[config.mk]
export PLATFORM = sky130hd
export DESIGN_NAME = epc_bus_master_flat
export DESIGN_NICKNAME = d
export VERILOG_FILES = /design/src/rtl/epc_bus_master_if.sv /design/src/rtl/epc_bus_master.sv /design/src/flat_wrapper.sv
export SDC_FILE = /design/constraint.sdc
export NUM_CORES = 1
export LEC_CHECK = 0
export CORE_ASPECT_RATIO = 1.1
export CORE_UTILIZATION = 41
export DETAILED_ROUTE_END_ITERATION = 12
export GPL_TIMING_DRIVEN = 1
export PLACE_DENSITY = 0.9
export SYNTH_ARGS = -nofsm -noshare
export SYNTH_HDL_FRONTEND = slang
export SYNTH_SLANG_ARGS = --single-unit
[constraint.sdc]
create_clock -name clock_in -period 2.6 [get_ports clock_in]
set_clock_uncertainty 0.2 [all_clocks]
set_input_delay 0.52 -clock clock_in [delete_from_list [all_inputs] [get_ports clock_in]]
set_output_delay 0.52 -clock clock_in [all_outputs]
set_load 0.005 [all_outputs]
[src/rtl/epc_bus_master_if.sv]
// Command, response and EPC bus signals of the EPC bus master, grouped so
// that the master and its environment connect with a single port.
interface epc_bus_master_if #(
    parameter int datawidth = 32,
    parameter int addrwidth = 8
);
    logic                 cmd_valid_in;
    logic                 cmd_ready_out;
    logic                 cmd_write_in;
    logic [addrwidth-1:0] cmd_addr_in;
    logic [datawidth-1:0] cmd_wdata_in;
    logic [3:0]           cmd_be_in;

    logic                 rsp_valid_out;
    logic                 rsp_ready_in;
    logic [datawidth-1:0] rsp_rdata_out;
    logic                 rsp_err_out;

    logic [31:0]          epc_addr_out;
    logic [31:0]          epc_data_out;
    logic                 epc_data_oe_out;
    logic [31:0]          epc_data_in;
    logic [3:0]           epc_be_out;
    logic                 epc_cs_n_out;
    logic                 epc_wr_n_out;
    logic                 epc_rd_n_out;
    logic                 epc_rdy_in;

    modport master (
        input  cmd_valid_in, cmd_write_in, cmd_addr_in, cmd_wdata_in, cmd_be_in,
        output cmd_ready_out,
        output rsp_valid_out, rsp_rdata_out, rsp_err_out,
        input  rsp_ready_in,
        output epc_addr_out, epc_data_out, epc_data_oe_out, epc_be_out,
        output epc_cs_n_out, epc_wr_n_out, epc_rd_n_out,
        input  epc_data_in, epc_rdy_in
    );

    modport slave (
        output cmd_valid_in, cmd_write_in, cmd_addr_in, cmd_wdata_in, cmd_be_in,
        input  cmd_ready_out,
        input  rsp_valid_out, rsp_rdata_out, rsp_err_out,
        output rsp_ready_in,
        input  epc_addr_out, epc_data_out, epc_data_oe_out, epc_be_out,
        input  epc_cs_n_out, epc_wr_n_out, epc_rd_n_out,
        output epc_data_in, epc_rdy_in
    );
endinterface

[src/rtl/epc_bus_master.sv]
// EPC bus initiator: turns one valid/ready command into a single EPC read or
// write (setup, strobe with timeout, hold) and returns a valid/ready response.
module epc_bus_master #(
    parameter int datawidth      = 32,
    parameter int addrwidth      = 8,
    parameter int SETUP_CYCLES   = 1,
    parameter int TIMEOUT_CYCLES = 255
) (
    input  logic             clock_in,
    input  logic             reset_in,
    epc_bus_master_if.master bus
);
    typedef enum logic [2:0] {
        ST_IDLE,
        ST_SETUP,
        ST_STROBE,
        ST_HOLD,
        ST_RESP
    } state_t;

    localparam logic [3:0]  SETUP_LAST   = 4'(SETUP_CYCLES - 1);
    localparam logic [15:0] TIMEOUT_LAST = 16'(TIMEOUT_CYCLES - 1);

    state_t      state_reg;
    logic [3:0]  setup_cnt_reg;
    logic [15:0] timeout_cnt_reg;

    assign bus.cmd_ready_out = (state_reg == ST_IDLE);

    always_ff @(posedge clock_in) begin
        if (reset_in) begin
            state_reg           <= ST_IDLE;
            setup_cnt_reg       <= '0;
            timeout_cnt_reg     <= '0;
            bus.epc_addr_out    <= '0;
            bus.epc_data_out    <= '0;
            bus.epc_data_oe_out <= 1'b0;
            bus.epc_be_out      <= '0;
            bus.epc_cs_n_out    <= 1'b1;
            bus.epc_wr_n_out    <= 1'b1;
            bus.epc_rd_n_out    <= 1'b1;
            bus.rsp_valid_out   <= 1'b0;
            bus.rsp_rdata_out   <= '0;
            bus.rsp_err_out     <= 1'b0;
        end else begin
            case (state_reg)
                ST_IDLE: begin
                    if (bus.cmd_valid_in) begin
                        bus.epc_addr_out    <= {{(32-addrwidth){1'b0}}, bus.cmd_addr_in};
                        bus.epc_data_out    <= bus.cmd_write_in ? bus.cmd_wdata_in : '0;
                        bus.epc_data_oe_out <= bus.cmd_write_in;
                        bus.epc_be_out      <= bus.cmd_be_in;
                        bus.epc_cs_n_out    <= 1'b0;
                        setup_cnt_reg       <= '0;
                        state_reg           <= ST_SETUP;
                    end
                end

                ST_SETUP: begin
                    // The drive enable doubles as the latched write flag.
                    if (setup_cnt_reg == SETUP_LAST) begin
                        if (bus.epc_data_oe_out) begin
                            bus.epc_wr_n_out <= 1'b0;
                        end else begin
                            bus.epc_rd_n_out <= 1'b0;
                        end
                        state_reg <= ST_STROBE;
                    end else begin
                        setup_cnt_reg <= setup_cnt_reg + 4'd1;
                    end
                end

                ST_STROBE: begin
                    timeout_cnt_reg <= timeout_cnt_reg + 16'd1;
                    // Ready wins over timeout when both land on the same edge.
                    if (bus.epc_rdy_in) begin
                        bus.epc_wr_n_out  <= 1'b1;
                        bus.epc_rd_n_out  <= 1'b1;
                        bus.rsp_rdata_out <= bus.epc_data_oe_out ? '0 : bus.epc_data_in;
                        bus.rsp_err_out   <= 1'b0;
                        state_reg         <= ST_HOLD;
                    end else if (timeout_cnt_reg == TIMEOUT_LAST) begin
                        bus.epc_wr_n_out  <= 1'b1;
                        bus.epc_rd_n_out  <= 1'b1;
                        bus.rsp_rdata_out <= '0;
                        bus.rsp_err_out   <= 1'b1;
                        state_reg         <= ST_HOLD;
                    end
                end

                ST_HOLD: begin
                    bus.epc_cs_n_out    <= 1'b1;
                    bus.epc_data_oe_out <= 1'b0;
                    bus.epc_be_out      <= '0;
                    bus.rsp_valid_out   <= 1'b1;
                    timeout_cnt_reg     <= '0;
                    state_reg           <= ST_RESP;
                end

                ST_RESP: begin
                    if (bus.rsp_ready_in) begin
                        bus.rsp_valid_out <= 1'b0;
                        state_reg         <= ST_IDLE;
                    end
                end

                default: begin
                    state_reg <= ST_IDLE;
                end
            endcase
        end
    end
endmodule

[src/flat_wrapper.sv]
// flat-port wrapper written by rule: the top's interface ports become plain ports
module epc_bus_master_flat 
#(
    parameter int datawidth      = 32,
    parameter int addrwidth      = 8,
    parameter int SETUP_CYCLES   = 1,
    parameter int TIMEOUT_CYCLES = 255
)
  (clock_in, reset_in, bus_cmd_valid_in, bus_cmd_write_in, bus_cmd_addr_in, bus_cmd_wdata_in, bus_cmd_be_in, bus_cmd_ready_out, bus_rsp_valid_out, bus_rsp_rdata_out, bus_rsp_err_out, bus_rsp_ready_in, bus_epc_addr_out, bus_epc_data_out, bus_epc_data_oe_out, bus_epc_be_out, bus_epc_cs_n_out, bus_epc_wr_n_out, bus_epc_rd_n_out, bus_epc_data_in, bus_epc_rdy_in);
  epc_bus_master_if #(.datawidth(datawidth), .addrwidth(addrwidth)) bus_i ();
  input  logic clock_in;
  input  logic reset_in;
  input wire logic [$bits(bus_i.cmd_valid_in)-1:0] bus_cmd_valid_in;
  input wire logic [$bits(bus_i.cmd_write_in)-1:0] bus_cmd_write_in;
  input wire logic [$bits(bus_i.cmd_addr_in)-1:0] bus_cmd_addr_in;
  input wire logic [$bits(bus_i.cmd_wdata_in)-1:0] bus_cmd_wdata_in;
  input wire logic [$bits(bus_i.cmd_be_in)-1:0] bus_cmd_be_in;
  output wire logic [$bits(bus_i.cmd_ready_out)-1:0] bus_cmd_ready_out;
  output wire logic [$bits(bus_i.rsp_valid_out)-1:0] bus_rsp_valid_out;
  output wire logic [$bits(bus_i.rsp_rdata_out)-1:0] bus_rsp_rdata_out;
  output wire logic [$bits(bus_i.rsp_err_out)-1:0] bus_rsp_err_out;
  input wire logic [$bits(bus_i.rsp_ready_in)-1:0] bus_rsp_ready_in;
  output wire logic [$bits(bus_i.epc_addr_out)-1:0] bus_epc_addr_out;
  output wire logic [$bits(bus_i.epc_data_out)-1:0] bus_epc_data_out;
  output wire logic [$bits(bus_i.epc_data_oe_out)-1:0] bus_epc_data_oe_out;
  output wire logic [$bits(bus_i.epc_be_out)-1:0] bus_epc_be_out;
  output wire logic [$bits(bus_i.epc_cs_n_out)-1:0] bus_epc_cs_n_out;
  output wire logic [$bits(bus_i.epc_wr_n_out)-1:0] bus_epc_wr_n_out;
  output wire logic [$bits(bus_i.epc_rd_n_out)-1:0] bus_epc_rd_n_out;
  input wire logic [$bits(bus_i.epc_data_in)-1:0] bus_epc_data_in;
  input wire logic [$bits(bus_i.epc_rdy_in)-1:0] bus_epc_rdy_in;
  assign bus_i.cmd_valid_in = bus_cmd_valid_in;
  assign bus_i.cmd_write_in = bus_cmd_write_in;
  assign bus_i.cmd_addr_in = bus_cmd_addr_in;
  assign bus_i.cmd_wdata_in = bus_cmd_wdata_in;
  assign bus_i.cmd_be_in = bus_cmd_be_in;
  assign bus_cmd_ready_out = bus_i.cmd_ready_out;
  assign bus_rsp_valid_out = bus_i.rsp_valid_out;
  assign bus_rsp_rdata_out = bus_i.rsp_rdata_out;
  assign bus_rsp_err_out = bus_i.rsp_err_out;
  assign bus_i.rsp_ready_in = bus_rsp_ready_in;
  assign bus_epc_addr_out = bus_i.epc_addr_out;
  assign bus_epc_data_out = bus_i.epc_data_out;
  assign bus_epc_data_oe_out = bus_i.epc_data_oe_out;
  assign bus_epc_be_out = bus_i.epc_be_out;
  assign bus_epc_cs_n_out = bus_i.epc_cs_n_out;
  assign bus_epc_wr_n_out = bus_i.epc_wr_n_out;
  assign bus_epc_rd_n_out = bus_i.epc_rd_n_out;
  assign bus_i.epc_data_in = bus_epc_data_in;
  assign bus_i.epc_rdy_in = bus_epc_rdy_in;
  epc_bus_master #(.datawidth(datawidth), .addrwidth(addrwidth), .SETUP_CYCLES(SETUP_CYCLES), .TIMEOUT_CYCLES(TIMEOUT_CYCLES)) u_core (.clock_in(clock_in), .reset_in(reset_in), .bus(bus_i));
endmodule
# After elaboration in Yosys (flattened, before gate mapping)
# Cells that the tools add are included.
[classes] addsub=2 mul=0 div=0 magnitude_cmp=0 eq_ne=12 shift=0 n_mux=31 n_bitwise=0 reduce_logical=16
[op_table] cell="$mux W32" n=4
[op_table] cell="$pmux W16 S2" n=1
[op_table] cell="$add A16 B1 Y16 const B" n=1
[op_table] cell="$eq A16 B8 Y1 const B" n=1
[op_table] cell="$pmux W4 S2" n=2
[op_table] cell="$mux W3" n=5
[op_table] cell="$pmux W3 S5" n=1
[op_table] cell="$mux W4" n=3
[op_table] cell="$reduce_and A4 Y1" n=3
[op_table] cell="$reduce_bool A2 Y1" n=6
[op_table] cell="$mux W1" n=10
[op_table] cell="$pmux W1 S2" n=5
[op_table] cell="$ne A2 B2 Y1 const B" n=4
[op_table] cell="$reduce_and A2 Y1" n=4
[op_table] cell="$eq A3 B2 Y1 const B" n=2
[op_table] cell="$add A4 B1 Y4 const B" n=1
[op_table] cell="$logic_not A4 Y1" n=1
[op_table] cell="$ne A2 B1 Y1 const B" n=2
[op_table] cell="$eq A3 B1 Y1 const B" n=1
[op_table] cell="$eq A3 B3 Y1 const B" n=1
[op_table] cell="$logic_not A3 Y1" n=1
[op_table] cell="$ne A3 B2 Y1 const B" n=1
[op_table] cell="$reduce_and A3 Y1" n=1
[word_totals] ff_bits=105 latchBits=0 ramBits=0 rom_bits=0 input_bits=82 out_inout_bits=107 word_cells=74 memories=0

# Depth between registers and ports, before layout
[logic_depth] ltp_word=4 ltp_mapped=7 ltp_nobuf=6

# Worst setup path after synthesis
# Ideal clock, no wire load.
[synth_timing] path_type="register to register" from="reg u_core.timeout_cnt_reg[0]" to="reg u_core.bus.rsp_rdata_out[10]" setup_time_ps=117 t_arrival_ps=2006 required_ps=2283 path_slack_ps=277 stages_incl_launch_ff=8 path_buffers=1 period_less_slack_ps=2323 cell_sequence="dfxtp_1 -> inv_1 -> ha_1 -> or4b_1 -> o41a_1 -> o21ba_2 -> buf_6 -> a22o_1"
[synth_via] elab_chain_len=3
[synth_lines] item="start: declaration" line_no="epc_bus_master.sv:26" source="logic [15:0] timeout_cnt_reg;"
[synth_lines] item="start signal: assignment" line_no="epc_bus_master.sv:74" source="timeout_cnt_reg <= timeout_cnt_reg + 16'd1;"
[synth_lines] item="$eq A16 B8 Y1" line_no="epc_bus_master.sv:82" source="end else if (timeout_cnt_reg == TIMEOUT_LAST) begin"
[synth_lines] item="$reduce_bool A2 Y1 (no source line)"
[synth_lines] item="$reduce_and A2 Y1 (no source line)"
[synth_lines] item="end signal: assignment" line_no="epc_bus_master.sv:79" source="bus.rsp_rdata_out <= bus.epc_data_oe_out ? '0 : bus.epc_data_in;"
[synth_lines] item="end: declaration" line_no="epc_bus_master_if.sv:32" source="output rsp_valid_out, rsp_rdata_out, rsp_err_out,"
# No other way between the ends.
# A chain may end at the register's enable or synchronous reset.

# Worst setup path in the final report
[layout_timing] from="reg u_core.timeout_cnt_reg[1]" to="reg u_core.bus.rsp_rdata_out[16]"
# Same word-level chain as after synthesis.

==> impl_metrics.toml <==
[route]
drt_iter0_drc = 119
drc_errors = 0
dr.pass1.iters = 6
dr_total_vias = 3508
drt-total-wl_um = 9992
wire_per_inst_um = 14.65
ant_nets = 0
viasPerCell = 5.144

[timing]
rsz0062_at_grt = "no"
tightest_slew_ns = 0.7053
slew_headroom_pct = 52.54
fin_crit_ns = 2.475
drv_slew = 0
setup_tns_ns = 0
setup_viol = 0
final-hold-violation-count = 0
hold_ws_ns = 0.2520
fin_crit_sh_pct = 95.19
fmax_mhz = 404.0

[pwr]
total_power_mw = 3.191
p_sw_share_pct = 25.95
power.internal_mw = 2.363
seqPwrFrac_pct = 53.7
powerDensity_mw_per_mm2 = 543.8
static-leakage-power_nw = 2.233
p_clk_share_pct = 31.0
p_sw_uw = 828.1
irDropWorstVdd_mv = 0.2584
comb_power_share_pct = 15.4

[global_route]
grt_pass1_wl_um = 15540
grt_util_all_layers_pct = 19.90
grt_use_met3_pct = 5.386
use_met1_pct = 21.82
use_met2_pct = 35.77
antenna_found_initial = 0
busiest_layer = "met2"
grt_pass1_vias = 3368
grt_remaining_overflow = 0
grt_max_degree = 33

[logic_synthesis]
synth_compound_area_share_pct = 20.13
synth-xor-area-share_pct = 2.000
synth_simple_gate_area_share_pct = 14.48
synthCells = 394
async_reset_ff_share_pct = 0
synth_top_family_by_area = "compound AO/OA/AOI/OAI gates"
synthAdderAreaFrac_pct = 1.270
ys_seq_elements = 105
seq_area_frac_synth_pct = 53.33
ys.flop_type = "dfxtp_1"
postSynthAreaPerCell_um2 = 10.00
synth.area.mux_share_pct = 0.5079
yosys_warnings = 0
synth_cell_types = 45
syn-cell-area_mm2 = 0.003941
synth-edff-count = 0

[clock_tree]
clockBufferDepth = 2
htreeDepth = 3
postCtsSetupBuffers = 0
ctsHoldBuffers = 0
clk_pin_slew_ns = 0.10
clock-root-buffer = "clkbuf_8"
clk_latency_ns = 0.36
cts_buffers = 9
ctsResizeCount = 1
cts_tree = "done"
clock_sinks = 105

[finish]
drive_above_1_share_pct = 6.726
antenna_cells = 0
postLayoutCoreUtil_pct = 62.74
mostFrequentLayoutCells = "clkdlybuf4s50_1, dfxtp_1, a22o_1"
nNetsFinal = 646
syn_to_final_growth_pct = 48.86
mostFrequentLayoutCell = "clkdlybuf4s50_1"

[die]
dieArea_mm2 = 0.01001
io_pins = 189
die_h_um = 104.8
initial_utilization_pct = 42.15
core_mm2 = 0.009351
std_cell_rows = 37
die_width_um = 95.48

[place]
gp_congestion = 0.8682
dp_hpwl_um = 7450
portBuffers = 164

[setup_path]
cp_data_required_time_ns = 2.66
critPathKind = "reg -> reg"
cp_max_fo = 32
crit_arrival_ns = 2.54
crit_path_end_kind = "register"
crit_path_start_kind = "register"

[worst_hold_path]
hold_path.class = "reg -> reg"

[run]
max-cap-violations = 0

[outcome]
status = "finished clean"
per-layer routing:
layer / part of all wire, % / wire [um] / vias to the layer above
li1: - / - / 1691
met1: 40 / 3968 / 1657
met2: 51 / 5069 / 148
met3: 8.0 / 804 / 12
met4: 1.5 / 150 / 0
met5: 0 / 0 / -
worst max-delay path: stages (launching register included):
cell	delay (ns)
dfxtp_1	0.42
ha_1	0.18
or4b_1	0.45
o41a_1	0.48
o21ba_4	0.34
a22o_1	0.28
kinds of logic after synthesis:
logic type / Yosys count
fa+ha+maj: 4
xor+xnor: 9
buf+inv: 56
other cells: 1
compound gates: 104
flops: 105
simple gates: 113
mux: 2
final cells by class:
type / instances / area (um2)
Clock inverter: 6 / 61.31
Sequential cell: 105 / 2102
Clock buffer: 10 / 137.6
Fill cell: 755 / 3485
Timing Repair Buffer: 179 / 1754
Multi-Input combinational cell: 256 / 1632
Tap cell: 117 / 146.4
Inverter: 9 / 33.78
power by group through the flow:
stage          logic (mW)  clock network (mW)  registers [mW]
2_1_floorplan       0.198                   0            1.75
3_3_place_gp        0.476                   0            1.75
3_5_place_dp        0.489                   0            1.75
4_1_cts             0.492                1.01            1.71
5_1_grt             0.530                1.07            1.72
6_report            0.490               0.989            1.71
synth_stat cells (3+ instances only):
master    instances  area [um2]
ha_1              4       50.05
buf_4            24       180.2
nor2_1           21       78.83
nand4_1           6       37.54
xnor2_1           5       43.79
clkbuf_1         19       71.32
inv_1             9       33.78
a211oi_1          3       22.52
nand3b_1          3       22.52
buf_6             3       33.78
dfxtp_1         105        2102
nor3b_1           4       30.03
a22o_1           61       534.3
nand2_1          43       161.4
nor4_1            5       31.28
a21oi_1          25       125.1
nor3_1            5       25.02
or3_1             3       18.77
nand3_1           8       40.04
xor2_1            4       35.03
o21ai_0           5       25.02
path summary, 6_finish.rpt:
kind,from,to,slack [ns],cells after the start
hold / removal,u_core.bus.epc_wr_n_out$_SDFFE_PP1P_,u_core.bus.epc_wr_n_out$_SDFFE_PP1P_,0.25,2
hold reg to reg,u_core.bus.epc_wr_n_out$_SDFFE_PP1P_,u_core.bus.epc_wr_n_out$_SDFFE_PP1P_,0.25,2
setup / recovery,u_core.timeout_cnt_reg[1]$_SDFFE_PP0P_,u_core.bus.rsp_rdata_out[16]$_SDFFE_PP0P_,0.12,5
setup reg to reg,u_core.timeout_cnt_reg[1]$_SDFFE_PP0P_,u_core.bus.rsp_rdata_out[16]$_SDFFE_PP0P_,0.12,5
stage by stage:
stage	instances	worst slack [ns]	instance area [um2]
floorplan	417	0.2774	4028
global placement	666	0.08644	5662
detailed placement	666	0.001166	5662
CTS	682	0.1188	5867
global route	682	0.03932	5867
finish	682	0.1249	5867
No activity file was read; power rests on OpenSTA's default activity.
